## config.mk

```make
export PLATFORM = sky130hd
export DESIGN_NAME = serial_imem_loader
export DESIGN_NICKNAME = d
export VERILOG_FILES = /design/src/rtl/serial_imem_loader.sv
export SDC_FILE = /design/constraint.sdc
export NUM_CORES = 1
export LEC_CHECK = 0
export CAP_MARGIN = 5
export CORE_AREA = 2 2 164 166
export CTS_CLUSTER_DIAMETER = 30
export DETAILED_ROUTE_END_ITERATION = 8
export DIE_AREA = 0 0 166 168
export PLACE_DENSITY_LB_ADDON = 0.25
export SLEW_MARGIN = 10
export SYNTH_ARGS = -nofsm -noshare
export SYNTH_HDL_FRONTEND = slang
export SYNTH_SLANG_ARGS = --single-unit
```

## constraint.sdc

```tcl
create_clock -name CLK -period 3.38 [get_ports CLK]
set_input_delay 0.676 -clock CLK [delete_from_list [all_inputs] [get_ports CLK]]
set_output_delay 0.676 -clock CLK [all_outputs]
set_load 0.02 [all_outputs]
```

## src/rtl/serial_imem_loader.sv

```systemverilog
// serial_imem_loader: UART 8N1 boot loader that fills instruction SRAM.
// Optional trailing XOR checksum byte enabled by `define LOADER_CHECKSUM_EN.
module serial_imem_loader #(
  parameter int CLKS_PER_BIT = 434,
  parameter int MAX_WORDS    = 1024
) (
  input  logic        CLK,
  input  logic        RSTn,
  input  logic        RXD,
  output logic        MEM_CSN,
  output logic        MEM_WEN,
  output logic [11:0] MEM_ADDR,
  output logic [3:0]  MEM_BE,
  output logic [31:0] MEM_DO,
  output logic        CPU_RSTn,
  output logic        BUSY,
  output logic        DONE,
  output logic        ERR
);

  localparam int CW = $clog2(CLKS_PER_BIT + 1);
  localparam logic [CW-1:0] BIT_END  = CW'(CLKS_PER_BIT - 1);
  localparam logic [CW-1:0] HALF_END = CW'(CLKS_PER_BIT / 2 - 1);
  localparam logic [15:0]   N_MAX    = 16'(MAX_WORDS);

  typedef enum logic [1:0] {
    RX_IDLE, RX_START, RX_BITS, RX_STOP
  } rx_t;

  typedef enum logic [2:0] {
    S_CNT0, S_CNT1, S_DATA, S_WRITE, S_DONE, S_ERR
`ifdef LOADER_CHECKSUM_EN
    , S_CSUM
`endif
  } state_t;

`ifdef LOADER_CHECKSUM_EN
  localparam state_t S_TAIL = S_CSUM;
`else
  localparam state_t S_TAIL = S_DONE;
`endif

  logic rxd_q1, rxd_q2, rxd_d;

  always_ff @(posedge CLK or negedge RSTn) begin
    if (!RSTn) begin
      rxd_q1 <= 1'b1;
      rxd_q2 <= 1'b1;
      rxd_d  <= 1'b1;
    end else begin
      rxd_q1 <= RXD;
      rxd_q2 <= rxd_q1;
      rxd_d  <= rxd_q2;
    end
  end

  rx_t           rx_st;
  logic [CW-1:0] rx_cnt;
  logic [2:0]    rx_bit;
  logic [7:0]    rx_sh;
  logic          rx_vld;
  logic          rx_ferr;

  // rx_sh stays stable while rx_vld is high, so it doubles as the byte
  always_ff @(posedge CLK or negedge RSTn) begin
    if (!RSTn) begin
      rx_st   <= RX_IDLE;
      rx_cnt  <= '0;
      rx_bit  <= '0;
      rx_sh   <= '0;
      rx_vld  <= 1'b0;
      rx_ferr <= 1'b0;
    end else begin
      rx_vld <= 1'b0;
      unique case (rx_st)
        RX_IDLE: begin
          if (rxd_d && !rxd_q2) begin
            rx_st  <= RX_START;
            rx_cnt <= '0;
          end
        end
        RX_START: begin
          if (rx_cnt == HALF_END) begin
            rx_cnt <= '0;
            rx_bit <= '0;
            rx_st  <= rxd_q2 ? RX_IDLE : RX_BITS;
          end else begin
            rx_cnt <= rx_cnt + 1'b1;
          end
        end
        RX_BITS: begin
          if (rx_cnt == BIT_END) begin
            rx_cnt <= '0;
            rx_sh  <= {rxd_q2, rx_sh[7:1]};
            rx_bit <= rx_bit + 1'b1;
            if (rx_bit == 3'd7) rx_st <= RX_STOP;
          end else begin
            rx_cnt <= rx_cnt + 1'b1;
          end
        end
        RX_STOP: begin
          if (rx_cnt == BIT_END) begin
            rx_cnt  <= '0;
            rx_vld  <= 1'b1;
            rx_ferr <= !rxd_q2;
            rx_st   <= RX_IDLE;
          end else begin
            rx_cnt <= rx_cnt + 1'b1;
          end
        end
        default: rx_st <= RX_IDLE;
      endcase
    end
  end

  state_t      state;
  logic [7:0]  n_lo;
  logic [15:0] n_words;
  logic [15:0] n_rx;
  logic [15:0] word_idx;
  logic [1:0]  byte_idx;
  logic [23:0] word_buf;
`ifdef LOADER_CHECKSUM_EN
  logic [7:0]  csum;
`endif

  assign n_rx = {rx_sh, n_lo};

  always_ff @(posedge CLK or negedge RSTn) begin
    if (!RSTn) begin
      state    <= S_CNT0;
      n_lo     <= '0;
      n_words  <= '0;
      word_idx <= '0;
      byte_idx <= '0;
      word_buf <= '0;
`ifdef LOADER_CHECKSUM_EN
      csum     <= '0;
`endif
      MEM_CSN  <= 1'b1;
      MEM_WEN  <= 1'b1;
      MEM_ADDR <= '0;
      MEM_BE   <= '0;
      MEM_DO   <= '0;
      CPU_RSTn <= 1'b0;
      BUSY     <= 1'b0;
      DONE     <= 1'b0;
      ERR      <= 1'b0;
    end else begin
      unique case (state)
        S_CNT0: begin
          if (rx_vld && !rx_ferr) begin
            n_lo  <= rx_sh;
            BUSY  <= 1'b1;
            state <= S_CNT1;
          end
        end
        S_CNT1: begin
          if (rx_vld) begin
            n_words <= n_rx;
            if (rx_ferr || n_rx > N_MAX) state <= S_ERR;
            else if (n_rx == 16'd0)      state <= S_TAIL;
            else                         state <= S_DATA;
          end
        end
        S_DATA: begin
          if (rx_vld) begin
            if (rx_ferr) begin
              state <= S_ERR;
            end else begin
              byte_idx <= byte_idx + 1'b1;
              word_buf <= {rx_sh, word_buf[23:8]};
`ifdef LOADER_CHECKSUM_EN
              csum     <= csum ^ rx_sh;
`endif
              if (byte_idx == 2'd3) begin
                MEM_DO   <= {rx_sh, word_buf};
                MEM_ADDR <= {2'b00, word_idx[9:0]};
                MEM_BE   <= 4'b1111;
                MEM_CSN  <= 1'b0;
                MEM_WEN  <= 1'b0;
                state    <= S_WRITE;
              end
            end
          end
        end
        S_WRITE: begin
          MEM_CSN  <= 1'b1;
          MEM_WEN  <= 1'b1;
          word_idx <= word_idx + 16'd1;
          if (word_idx == n_words - 16'd1) state <= S_TAIL;
          else                             state <= S_DATA;
        end
`ifdef LOADER_CHECKSUM_EN
        S_CSUM: begin
          if (rx_vld) begin
            if (rx_ferr || rx_sh != csum) state <= S_ERR;
            else                          state <= S_DONE;
          end
        end
`endif
        S_DONE: begin
          BUSY     <= 1'b0;
          DONE     <= 1'b1;
          CPU_RSTn <= 1'b1;
        end
        S_ERR: begin
          BUSY     <= 1'b0;
          ERR      <= 1'b1;
          CPU_RSTn <= 1'b0;
        end
        default: state <= S_ERR;
      endcase
    end
  end

endmodule
```

==> results of run 1 <==
## kinds of logic (layout without fill, tap and decap cells)
| group | count (synthesis) | in the layout |
|---|---|---|
| AO/OA/AOI/OAI | 68 | 68 |
| XOR/XNOR | 36 | 36 |
| adder cells (fa/ha/maj) | 8 | 8 |
| buffers and inverters | 43 | 109 |
| flip-flops | 144 | 144 |
| multiplexers | 104 | 104 |
| other | 1 | 2 |
| AND/OR/NAND/NOR | 113 | 113 |
## final cells by class
type | count | area (um2)
flip-flops and latches | 144 | 3610
repair buffers | 61 | 607
clock inverters | 14 | 108
inverters | 16 | 60.1
clock buffers | 18 | 429
multi-input cells | 331 | 2630
well taps | 341 | 427
fillers | 2630 | 18500
## per-stage QoR
stage | utilization (%) | hold slack [ns] | cells | power (mW) | cell area, um2
6_report | 29.8 | 0.270 | 925 | 3.77 | 7860
5_1_grt | 29.8 | 0.313 | 925 | 3.96 | 7860
4_1_cts | 29.8 | 0.295 | 925 | 3.83 | 7850
3_5_place_dp | 27.8 | 0.350 | 893 | 2.05 | 7320
3_3_place_gp | 27.8 | 0.350 | 893 | 2.04 | 7320
2_1_floorplan | - | 0.345 | 518 | 1.98 | 6410
## worst paths after layout
| check | start | endpoint | slack [ns] | depth (start not counted) |
|---|---|---|---|---|
| hold reg to reg | rxd_q1$_DFF_PN1_ | rxd_q2$_DFF_PN1_ | 0.36 | 0 |
| hold / removal | RSTn | DONE$_DFFE_PN0N_ | 0.27 | 1 |
| max in group asynchronous | RSTn | MEM_WEN$_DFFE_PN1P_ | 2.30 | 2 |
| setup reg to reg | n_words[2]$_DFFE_PN0P_ | state[1]$_DFFE_PN0P_ | 0.29 | 7 |
| min in group CLK | rxd_q1$_DFF_PN1_ | rxd_q2$_DFF_PN1_ | 0.36 | 0 |
| setup / recovery | n_words[2]$_DFFE_PN0P_ | state[1]$_DFFE_PN0P_ | 0.29 | 7 |
## cell usage in the layout (no fill, tap or decap), types with 7 or more instances in the layout
cell type / netlist / layout
a21oi_1: 10 / 10
clkbuf_16: 0 / 17
clkdlybuf4s50_1: 0 / 53
dfrtp_1: 140 / 140
ha_1: 8 / 8
inv_1: 16 / 16
mux2_2: 97 / 97
mux2i_1: 7 / 7
nand2_1: 34 / 34
nand2b_1: 9 / 9
nand3_1: 13 / 13
nor2_1: 17 / 17
nor3_1: 8 / 8
nor4_1: 8 / 8
o21ai_0: 29 / 29
xnor2_1: 25 / 25
xor2_1: 11 / 11
## layer usage
metal,vias up,wire [um],part of all wire (%)
met1,2083,6460,46
met3,26,436,3.1
li1,1935,-,-
met5,-,0,0
met4,0,354,2.5
met2,68,6770,48
## critical path: stages (launching register included)
cell	delay, ns
dfrtp_1	0.48
or4_1	0.70
o41ai_4	0.29
a21oi_1	0.11
a31o_1	0.19
or4_1	0.53
a2111oi_2	0.50
o21ai_0	0.14
## repair_timing
item / CTS / global route
hold buffers: 0 / 0
setup endpoints to repair: 0 / 1
gates resized for setup: 0 / 2
## power by group
part	leakage, nW	internal [mW]	switching (mW)
Combinational	1.39	0.0754	0.126
Clock	0.264	0.951	0.795
Sequential	1.98	1.77	0.0524
## registers in the layout (all words and copies together), names as in the netlist, 2 cells and up, named ones only
register / count
MEM_ADDR: 10
MEM_DO: 32
byte_idx: 2
n_lo: 8
n_words: 16
rx_bit: 3
rx_cnt: 9
rx_sh: 8
state: 3
word_buf: 24
word_idx: 16
==> results.ini, run 1 <==
[job]
cap_violations = 0

[die]
fp.dieH_um = 168
coreArea_um2 = 26400
num_rows = 60
io-pin-count = 57
initial_core_util_pct = 24.3
fp.dieArea_um2 = 27900
die_x_um = 166

[synthesis]
synth_top_family_by_area = multiplexers
yosys_warnings = 0
yosysSeqAreaShare_pct = 56.3
synth-xor-area-share_pct = 4.92
synthAdderAreaFrac_pct = 1.56
synth_area_leader_cell = dfrtp_1
synth_top_area_share_pct = 54.7
ys_seq_elements = 144
synthCells = 517
synthTopCellsByCount = 140 x dfrtp_1, 97 x mux2_2, 34 x nand2_1, 29 x o21ai_0, 25 x xnor2_1
yosys.area_share.simple_pct = 8.96
avgSynthCellArea_um2 = 12.4
synth_ff_type = dfrtp_1
synth.distinct_cells = 50
synthMuxAreaShare_pct = 18.1
syn_area_um2 = 6410
yosysMostFrequentCell = dfrtp_1
synthTopCellsByArea = dfrtp_1 55%, mux2_2 17%, xnor2_1 3.4%, o21ai_0 2.3%, nand2_1 2.0%
synthArstFlopShare_pct = 100
synth_compound_area_share_pct = 7.01
synth_edf_count = 0

[clock_network]
cts_tree = done
cts.sinks = 144
cts-htree-levels = 4
cts_setup_buffers = 0
cts_buffers = 17
clockBufferDepth = 2
clkSlewWorstSetupHoldPaths_ns = 0.06
ctsRootBufferMaster = clkbuf_16
clock_latency_ns = 0.42

[placed_design]
dp_hpwl_mm = 9.49
place_ws_ns = 0.225
io_buffer_count = 54
globalplace.congestion = 0.797

[timing]
rsz0062_at_grt = no
finalHoldViolCount = 0
fmax_mhz = 324
fin_crit_ns = 3.09
slew_violations = 0
relSlewSlack_pct = 27.5
layout_setup_ws_ns = 0.294
tightest_slew_ns = 1.09
setup_viol = 0
fin_setup_tns_ns = 0
layout_worst_path_cycle_share_pct = 91.3
fin_skew_ns = 0.0110

[power]
leakage_nw = 3.64
ir_worst_vdd_mv = 0.235
p_per_area_nw_per_um2 = 479

[drt]
first_pass_iters = 4
routed_wl_mm = 14.0
dr.first_iter.drc_count = 212
vias = 4112
ant_nets = 0
wl_per_cell_um = 15.2
drc_errors = 0
vias_per_cell = 4.45

[global_routing]
grt_pass1_wl_mm = 23.3
grt_max_degree = 75
grt_util_met1_pct = 12.8
top_usage_layer = met2
grtUsageMet2_pct = 17.6
antenna_found_initial = 0
grt_pass1_vias = 4401
grtUsageMet3_pct = 2.61
grt_util_all_layers_pct = 10.5
gr-total-overflow = 0

[layout]
diodes = 0
area_growth_pct = 22.8
drive_above_1_share_pct = 25.2
finalNetCount = 582

[worst_setup_path]
cp_max_fo = 7
crit_arrival_ns = 3.37
cp-end-kind = flip-flop
required_ns = 3.66
crit_type = flip-flop to flip-flop
start_kind = flip-flop

[outcome]
status = finished, final reports clean

[worst_hold_path]
hp-class = primary input to async pin

Power figures use the tool's default switching activity.
==> run 2, diff against run 1 <==
--- a/config.mk
+++ b/config.mk
@@ -5,11 +5,10 @@
 export SDC_FILE = /design/constraint.sdc
 export NUM_CORES = 1
 export LEC_CHECK = 0
-export CAP_MARGIN = 5
-export CORE_AREA = 2 2 164 166
-export CTS_CLUSTER_DIAMETER = 30
+export CAP_MARGIN = 20
+export CORE_AREA = 4 4 166 168
 export DETAILED_ROUTE_END_ITERATION = 8
-export DIE_AREA = 0 0 166 168
+export DIE_AREA = 0 0 170 172
 export PLACE_DENSITY_LB_ADDON = 0.25
 export SLEW_MARGIN = 10
 export SYNTH_ARGS = -nofsm -noshare
==> run 2 against run 1 <==
Count of clock-buffer cells in the layout is 2 higher. Largest power group is now clock. Hold slack got worse by 0.0053 ns. Via count decreased by 0.27%. Clock skew decreased by 0.0029 ns. Total power up 7.0%. Sequential power hardly changed. Combinational power is 4% higher. Critical path depth up 2.
==> results.ini, run 2 (synthesis gave the netlist of run 1 again) <==
[drt]
routed_wl_mm = 13.8  ; -1.4%
wl_per_cell_um = 15.1  ; -0.65%
dr.first_iter.drc_count = 221  ; +4.2%
vias_per_cell = 4.47  ; +0.49%
ant_nets = 0  ; unchanged
vias = 4101  ; -0.27%
first_pass_iters = 4  ; unchanged
drc_errors = 0  ; unchanged

[timing]
fmax_mhz = 325  ; +0.29%
relSlewSlack_pct = 52.7  ; +25 points
layout_setup_ws_ns = 0.303  ; +0.00877 ns
layout_worst_path_cycle_share_pct = 91.0  ; -0.26 points
fin_setup_tns_ns = 0  ; unchanged
fin_crit_ns = 3.08  ; -0.00877 ns
slew_violations = 0  ; unchanged
fin_skew_ns = 0.00811  ; -0.00286 ns
setup_viol = 0  ; unchanged
finalHoldViolCount = 0  ; unchanged
rsz0062_at_grt = no
tightest_slew_ns = 0.703  ; -0.385 ns

[worst_hold_path]
hp-class = primary input to async pin

[layout]
nFillCells = 2572  ; -2.2%
diodes = 0  ; unchanged
largest_register_ffs = 32  ; unchanged
top_register = MEM_DO
final_cell_mix = 140 x dfrtp_1, 97 x mux2_2, 53 x clkdlybuf4s50_1
final_common_cell = dfrtp_1
reg_top3 = MEM_DO: 32 flops, word_buf: 24 flops
area_growth_pct = 24.0
finalNetCount = 582  ; unchanged
drive_above_1_share_pct = 24.7  ; -0.47 points

[die]
fp.dieArea_um2 = 29200  ; +4.8%
initial_core_util_pct = 24.7  ; +0.41 points
coreArea_um2 = 25900  ; -1.7%
die_x_um = 170  ; +2.4%
io-pin-count = 57  ; unchanged
num_rows = 59  ; -1.7%
fp.dieH_um = 172  ; +2.4%

[worst_setup_path]
start_kind = flip-flop
crit_buf_inv = 1  ; +1
required_ns = 3.66  ; about the same
crit_family = simple AND/OR/NAND/NOR gates
crit_chain = inv_1 -> ha_1 -> nor3b_4 -> a21oi_1 -> or3_1 -> a311o_1 -> or4_1 -> a2111oi_2 -> o21ai_0
crit_path_top_delay_cell = a2111oi_2
cp-end-kind = flip-flop
cp_max_fo = 8  ; +1
crit_arrival_ns = 3.36  ; about the same
cpPeakStageDelay_ns = 0.48  ; -0.22 ns
crit_type = flip-flop to flip-flop

[power]
seqPwrFrac_pct = 45.2  ; -3.1 points
p_per_area_nw_per_um2 = 508  ; +6.0%
pwr-share-clk_pct = 49.6  ; +3.2 points
leakage_nw = 3.68  ; +0.98%
swShare_pct = 22.9  ; -2.9 points
ir_worst_vdd_mv = 0.319  ; +35%
comb_power_share_pct = 5.2  ; about the same
switchingPower_mw = 0.924  ; -5.1%
p_int_mw = 3.11  ; +11%

[job]
cap_violations = 0  ; unchanged

[clock_network]
cts_tree = done
clockBufferDepth = 2  ; unchanged
ctsRootBufferMaster = clkbuf_16
cts.sinks = 144  ; unchanged
clock_latency_ns = 0.41  ; about the same
holdBufCountCts = 0  ; unchanged
cts-htree-levels = 4  ; unchanged
clkSlewWorstSetupHoldPaths_ns = 0.06  ; about the same
cts_buffers = 17  ; unchanged

[global_routing]
grt_pass1_vias = 4373  ; -0.64%
grt_util_met1_pct = 12.6  ; -0.23 points
grt_pass1_wl_mm = 23.2  ; -0.62%
grt_util_all_layers_pct = 10.1  ; -0.42 points
grtUsageMet2_pct = 17.0  ; -0.66 points
grt_max_degree = 72  ; -4.0%
gr-total-overflow = 0  ; unchanged
grtUsageMet3_pct = 2.97  ; +0.36 points
antenna_found_initial = 0  ; unchanged
top_usage_layer = met2

[placed_design]
globalplace.congestion = 0.795  ; -0.31%
io_buffer_count = 54  ; unchanged
place_ws_ns = 0.152  ; -0.0735 ns
dp_hpwl_mm = 9.61  ; +1.3%

[outcome]
status = finished, final reports clean

## run 2: layer usage
layer,vias to the layer above,wire length (um)
met2,79,6770
li1,1929,-
met1,2083,6250
met4,0,204
met3,10,596
met5,-,0
## run 2: final cells by class
| cell class | count | area (um2) | share of cell area (%) |
|---|---|---|---|
| Timing Repair Buffer | 61 | 607 | 7.64 |
| Clock buffer | 20 | 447 | 5.62 |
| Multi-Input combinational cell | 331 | 2620 | 33.0 |
| Clock inverter | 11 | 180 | 2.27 |
| Sequential cell | 144 | 3610 | 45.4 |
| Inverter | 16 | 60.1 | 0.756 |
| Tap cell | 335 | 419 | 5.28 |
## run 2: power groups by stage
stage,registers (mW),logic (mW),clock network [mW]
final,1.82,0.210,2.00
after global routing,1.83,0.244,2.14
after CTS,1.82,0.211,2.06
after detailed placement,1.85,0.210,0
after global placement,1.85,0.194,0
after floorplan,1.82,0.152,0
## run 2: timing repair
action / 4_1_cts / 5_1_grt
resized for setup: 0 / 1
endpoints found under the setup margin: 0 / 2
buffers inserted: 0 / 0
## run 2: final timing paths
kind,from,end,slack (ns),cells after the start
worst max-delay path,n_words[0]$_DFFE_PN0P_,state[1]$_DFFE_PN0P_,0.30,9
worst min-delay path,RSTn,n_words[4]$_DFFE_PN0P_,0.27,1
worst max register to register,n_words[0]$_DFFE_PN0P_,state[1]$_DFFE_PN0P_,0.30,9
worst min register to register,rxd_q1$_DFF_PN1_,rxd_q2$_DFF_PN1_,0.36,0
max in group asynchronous,RSTn,MEM_DO[27]$_DFFE_PN0P_,2.26,2
min in group CLK,rxd_q1$_DFF_PN1_,rxd_q2$_DFF_PN1_,0.36,0
## run 2: per-stage QoR
stage / util, % / cells / hold WS, ns / power [mW] / cell area (um2)
after floorplan: - / 518 / 0.345 / 1.98 / 6410
after global placement: 28.2 / 886 / 0.348 / 2.04 / 7300
after detailed placement: 28.2 / 886 / 0.349 / 2.06 / 7300
after CTS: 30.6 / 917 / 0.300 / 4.09 / 7930
after global routing: 30.6 / 918 / 0.333 / 4.22 / 7940
final: 30.6 / 918 / 0.265 / 4.03 / 7940
